[src/rtl/pad_uart_rx.sv]
// pad_uart_rx: 8N1-style serial receiver fed straight from the input pad.
// Synchronises rxd_in, times bit centres with a baud counter and hands each
// received byte to the core through a single-entry valid/ready holding register.
//
// state   | meaning
// --------+--------------------------------------------------------------
// S_IDLE  | line idle, waiting for rxd_s = 0
// S_START | timing to mid start bit, reject glitches as false starts
// S_DATA  | sampling DATA_BITS data bits at bit centres, LSB first
// S_STOP  | sampling stop bit; 1 completes the byte, 0 is a framing error
// S_BREAK | line held low after a framing error; wait for it to go high
module pad_uart_rx #(
    parameter int CLKS_PER_BIT = 16,
    parameter int DATA_BITS    = 8,
    parameter int SYNC_STAGES  = 2
) (
    input  logic                 clk,
    input  logic                 reset_,
    input  logic                 rxd_in,
    output logic [DATA_BITS-1:0] rx_data,
    output logic                 rx_valid,
    input  logic                 rx_ready,
    output logic                 frame_err,
    output logic                 overrun,
    output logic                 busy
);

    localparam int CNT_W = $clog2(CLKS_PER_BIT);
    localparam int BIT_W = (DATA_BITS > 1) ? $clog2(DATA_BITS) : 1;
    localparam logic [CNT_W-1:0] CNT_HALF = CNT_W'(CLKS_PER_BIT / 2 - 1);
    localparam logic [CNT_W-1:0] CNT_FULL = CNT_W'(CLKS_PER_BIT - 1);
    localparam logic [BIT_W-1:0] BIT_LAST = BIT_W'(DATA_BITS - 1);

    typedef enum logic [2:0] {
        S_IDLE,
        S_START,
        S_DATA,
        S_STOP,
        S_BREAK
    } state_t;

    state_t                 state_q, state_d;
    logic [SYNC_STAGES-1:0] sync_q, sync_d;
    logic [CNT_W-1:0]       cnt_q, cnt_d;
    logic [BIT_W-1:0]       bit_cnt_q, bit_cnt_d;
    logic [DATA_BITS-1:0]   shift_q, shift_d;
    logic                   done_q, done_d;
    logic                   frame_err_q, frame_err_d;
    logic [DATA_BITS-1:0]   rx_data_q, rx_data_d;
    logic                   rx_valid_q, rx_valid_d;
    logic                   overrun_q, overrun_d;
    logic                   rxd_s;

    assign rxd_s = sync_q[SYNC_STAGES-1];

    // Synchroniser shift chain; idle line level is 1
    always_comb begin
        sync_d = {sync_q[SYNC_STAGES-2:0], rxd_in};
    end

    // Receive FSM: baud counter, bit counter and data shifter
    always_comb begin
        state_d     = state_q;
        cnt_d       = cnt_q + CNT_W'(1);
        bit_cnt_d   = bit_cnt_q;
        shift_d     = shift_q;
        done_d      = 1'b0;
        frame_err_d = 1'b0;
        case (state_q)
            S_IDLE: begin
                cnt_d = '0;
                if (!rxd_s) state_d = S_START;
            end
            S_START: begin
                if (cnt_q == CNT_HALF) begin
                    cnt_d = '0;
                    if (rxd_s) begin
                        state_d = S_IDLE;
                    end else begin
                        state_d   = S_DATA;
                        bit_cnt_d = BIT_LAST;
                    end
                end
            end
            S_DATA: begin
                if (cnt_q == CNT_FULL) begin
                    cnt_d   = '0;
                    shift_d = {rxd_s, shift_q[DATA_BITS-1:1]};
                    if (bit_cnt_q == '0) state_d = S_STOP;
                    else bit_cnt_d = bit_cnt_q - BIT_W'(1);
                end
            end
            S_STOP: begin
                if (cnt_q == CNT_FULL) begin
                    cnt_d = '0;
                    if (rxd_s) begin
                        done_d  = 1'b1;
                        state_d = S_IDLE;
                    end else begin
                        frame_err_d = 1'b1;
                        state_d     = S_BREAK;
                    end
                end
            end
            S_BREAK: begin
                cnt_d = '0;
                if (rxd_s) state_d = S_IDLE;
            end
            default: begin
                cnt_d   = '0;
                state_d = S_IDLE;
            end
        endcase
    end

    // Holding register: a completion may coincide with an accept of the old byte
    always_comb begin
        rx_data_d  = rx_data_q;
        rx_valid_d = rx_valid_q;
        overrun_d  = 1'b0;
        if (done_q) begin
            if (!rx_valid_q || rx_ready) begin
                rx_data_d  = shift_q;
                rx_valid_d = 1'b1;
            end else begin
                overrun_d = 1'b1;
            end
        end else if (rx_valid_q && rx_ready) begin
            rx_valid_d = 1'b0;
        end
    end

    // State and datapath registers, asynchronously cleared
    always_ff @(posedge clk or negedge reset_) begin
        if (!reset_) begin
            state_q     <= S_IDLE;
            sync_q      <= '1;
            cnt_q       <= '0;
            bit_cnt_q   <= '0;
            shift_q     <= '0;
            done_q      <= 1'b0;
            frame_err_q <= 1'b0;
            rx_data_q   <= '0;
            rx_valid_q  <= 1'b0;
            overrun_q   <= 1'b0;
        end else begin
            state_q     <= state_d;
            sync_q      <= sync_d;
            cnt_q       <= cnt_d;
            bit_cnt_q   <= bit_cnt_d;
            shift_q     <= shift_d;
            done_q      <= done_d;
            frame_err_q <= frame_err_d;
            rx_data_q   <= rx_data_d;
            rx_valid_q  <= rx_valid_d;
            overrun_q   <= overrun_d;
        end
    end

    assign rx_data   = rx_data_q;
    assign rx_valid  = rx_valid_q;
    assign frame_err = frame_err_q;
    assign overrun   = overrun_q;
    assign busy      = (state_q != S_IDLE);

endmodule
[config.mk]
export PLATFORM = sky130hd
export DESIGN_NAME = pad_uart_rx
export DESIGN_NICKNAME = d
export VERILOG_FILES = /design/src/rtl/pad_uart_rx.sv
export SDC_FILE = /design/constraint.sdc
export NUM_CORES = 1
export LEC_CHECK = 0
export BUFFER_PORTS_ARGS = -buffer_cell sky130_fd_sc_hd__buf_2
export CORE_MARGIN = 5
export CORE_UTILIZATION = 55
export DETAILED_ROUTE_END_ITERATION = 12
export PLACE_DENSITY_LB_ADDON = 0.3
export SLEW_MARGIN = 20
export SYNTH_ARGS = -nofsm -noshare
export SYNTH_HDL_FRONTEND = slang
export SYNTH_SLANG_ARGS = --single-unit
[constraint.sdc]
create_clock -name clk -period 2.36 [get_ports clk]
set_input_delay 0.236 -clock clk [delete_from_list [all_inputs] [get_ports clk]]
set_output_delay 0.236 -clock clk [all_outputs]
set_load 0.01 [all_outputs]
==> summary.txt <==
Setup-failing EPs final: 0
Top_reg_cell synth: dfrtp_1
Power Total: 1.37 mW
Leading area contributor after synthesis: dfrtp_1
Port Buffers: 15
Vias in the first global route: 815
Minimum clock period: 2.03 ns
Setup TNS: 0 ns
Critical Path AT: 2.23 ns
Worst setup SP type: register
Dpl cells: 143
H-tree depth: 2
Post-DR wirelength/cell: 13.7 microns
Max Clock Skew: 0.00304 ns
Congestion Overflow GR: 0
Outcome: completed
Crit Path Class: reg2reg
Fraction of layout cells with a size suffix above 1: 33.9%
Clk slew on worst S/H paths: 0.09 ns
P_leak: 0.797 nW
Maximum vdd ir drop: 0.530 mV
RR Endpoint: bit_cnt_q[0]
Vias/cell: 5.41
Max Slew Vio Count: 0
Commonest non-fill, non-tap cells in the layout: dfrtp_1, buf_2, mux2_2, nand2_1, nor2_1
Syn-to-layout area delta: 13.8%
Sink Count: 32
Synth warnings: 0
Worst Hold Class: in2reg
Initial Util: 58.8%
Post-CTS sizing: 0
CTS root buffer: clkbuf_4
Worst EP required: 2.56 ns
Yosys cell types: 28
FF+latch count, synth: 32
HPWL after DPL: 1470 microns
R2R depth: 6
Crit-path max FO: 3
Worst-Margin Slew: 0.683 ns
Initial antenna violation count: 0
R2R Setup Slk: 0.33 ns
PnR worst setup slack: 0.332 ns
Post-Syn Area: 1340 sq um
Worst Setup SP: bit_cnt_q[0]
Mean area per synthesized cell: 13.1 sq um
Via count: 823
1st-iter DRT viols: 6
Routability cong.: 0.772
Chip width: 59.3 microns
CTS tree: built
Final cycle utilization of the critical path: 85.9%
Largest net degree at the start of global routing: 33
CP Capture Point: bit_cnt_q[0]
Number of synthesized flops with an enable pin: 0
ANT cells: 0
CP Capture Type: register
Commonest non-fill, non-tap cell in the layout: dfrtp_1
DP Worst Slack: 0.341 ns
Worst-skew pair later-pin latency: 0.31 ns
Std-Cell Rows: 17
Max clock buf depth: 2
Post-CTS setup buffer count: 0
Area contributors post-synth: dfrtp_1, mux2_2, dfstp_2
Final layout net count: 131
Fraction of registers with async set/reset: 100%
Slew HR: 54.5%
Hold buffers post-CTS: 1
Non-filler instance count after layout: 152
Post-Syn Nets: 109
PwrDens: 897 nW/um^2
# fillers: 177
Top-area cell type share of the netlist area: 56.1%
Timing-limited maximum frequency: 0.493 GHz
Syn Inst Count: 102
DRT Pass-1 Iters: 4
Max_cap viols: 0
Reg2reg start: bit_cnt_q[0]
DRC errors left: 0
Total Die Area: 3520 sq um
ANT nets after route: 0
CTS buffer count: 5
Chip height: 59.3 microns
Fin. Hold Viols: 0
First-pass GRT wire length: 3600 microns
Core area: 2280 sq um
RSZ-0062 raised after global routing: no
Routed WL: 2080 microns
Overall routing resource usage: 13.5%
Io pins: 16
Sequential area share after synthesis: 60.1%
[cells in the mapped netlist, types with 2 or more instances]
library cell / number
mux2_4: 3
dfrtp_1: 30
inv_1: 5
nor3b_1: 2
or4b_1: 3
or3_1: 2
nand3_1: 2
xor2_1: 2
dfstp_2: 2
ha_1: 3
buf_2: 2
mux2_2: 13
nor4_1: 2
nand2_1: 9
nor2_1: 7
mux2_1: 3
[sequential cells by signal, summed over array words and instances (netlist names)]
signal / cells
sync_q: 2
rx_data: 8
shift_q: 8
bit_cnt_q: 3
cnt_q: 4
overrun: 1
state_q: 3
rx_valid: 1
frame_err: 1
done_q: 1
[kinds of logic (layout without fill, tap and decap cells)]
logic type      after synthesis  in the layout  synth area share, %
mux                          19             19                 16.8
fa+ha+maj                     3              3                 2.81
simple gates                 30             30                 11.8
xor+xnor                      3              3                 1.96
flops                        32             32                 60.1
buf+inv                       9             31                 3.27
compound gates                6              6                 3.27
[per-stage QoR]
step	instance area [sq um]	hold slack [ns]	utilization [%]
6_report	1520	0.217	66.9
5_1_grt	1520	0.205	66.9
4_1_cts	1510	0.00409	66.5
3_5_place_dp	1440	0.319	63.2
3_3_place_gp	1440	0.308	63.2
2_1_floorplan	1340	-0.0596	-
[per-layer routing]
layer | GRT usage, % | wire (microns) | vias up
li1 | - | - | 398
met1 | 18.5 | 1030 | 408
met2 | 19.7 | 908 | 15
met3 | 5.45 | 121 | 2
met4 | 3.88 | 13 | 0
met5 | 0 | 0 | -
[layout make-up]
type / count / area, sq um / share of cell area, %
Sequential cell: 32 / 803 / 52.8
Multi-Input combinational cell: 61 / 490 / 32.2
Timing Repair Buffer: 19 / 110 / 7.23
Clock buffer: 7 / 65.1 / 4.27
Tap cell: 28 / 35.0 / 2.30
Inverter: 5 / 18.8 / 1.23
[worst min path at each step]
| stage | cells past startpoint | startpoint | slack [ns] | to |
|---|---|---|---|---|
| 3_3_place_gp | 1 | reset_ | 0.31 | state_q[1] |
| 6_report | 3 | rx_ready | 0.22 | overrun |
| 5_1_grt | 3 | rx_ready | 0.20 | overrun |
| 3_5_place_dp | 1 | reset_ | 0.32 | state_q[0] |
| 4_1_cts | 1 | rxd_in | 0.004 | sync_q[0] |
| 2_1_floorplan | 0 | reset_ | -0.06 | bit_cnt_q[0] |
[critical path, cell delays in order (launching register included)]
cell and delay [ns]:
dfrtp_1 0.37, inv_1 0.05, ha_1 0.19, ha_1 0.19, or4b_1 0.46, a211o_1 0.34, mux2_4 0.32
[report_power, final]
part           internal, mW  leakage (nW)  switching (mW)  total (mW)
combinational         0.160         0.340           0.146       0.306
clock                 0.169        0.0374           0.165       0.334
sequential            0.633         0.420          0.0931       0.726
total                 0.962         0.797           0.404        1.37
No activity file was read; power rests on OpenSTA's default activity.
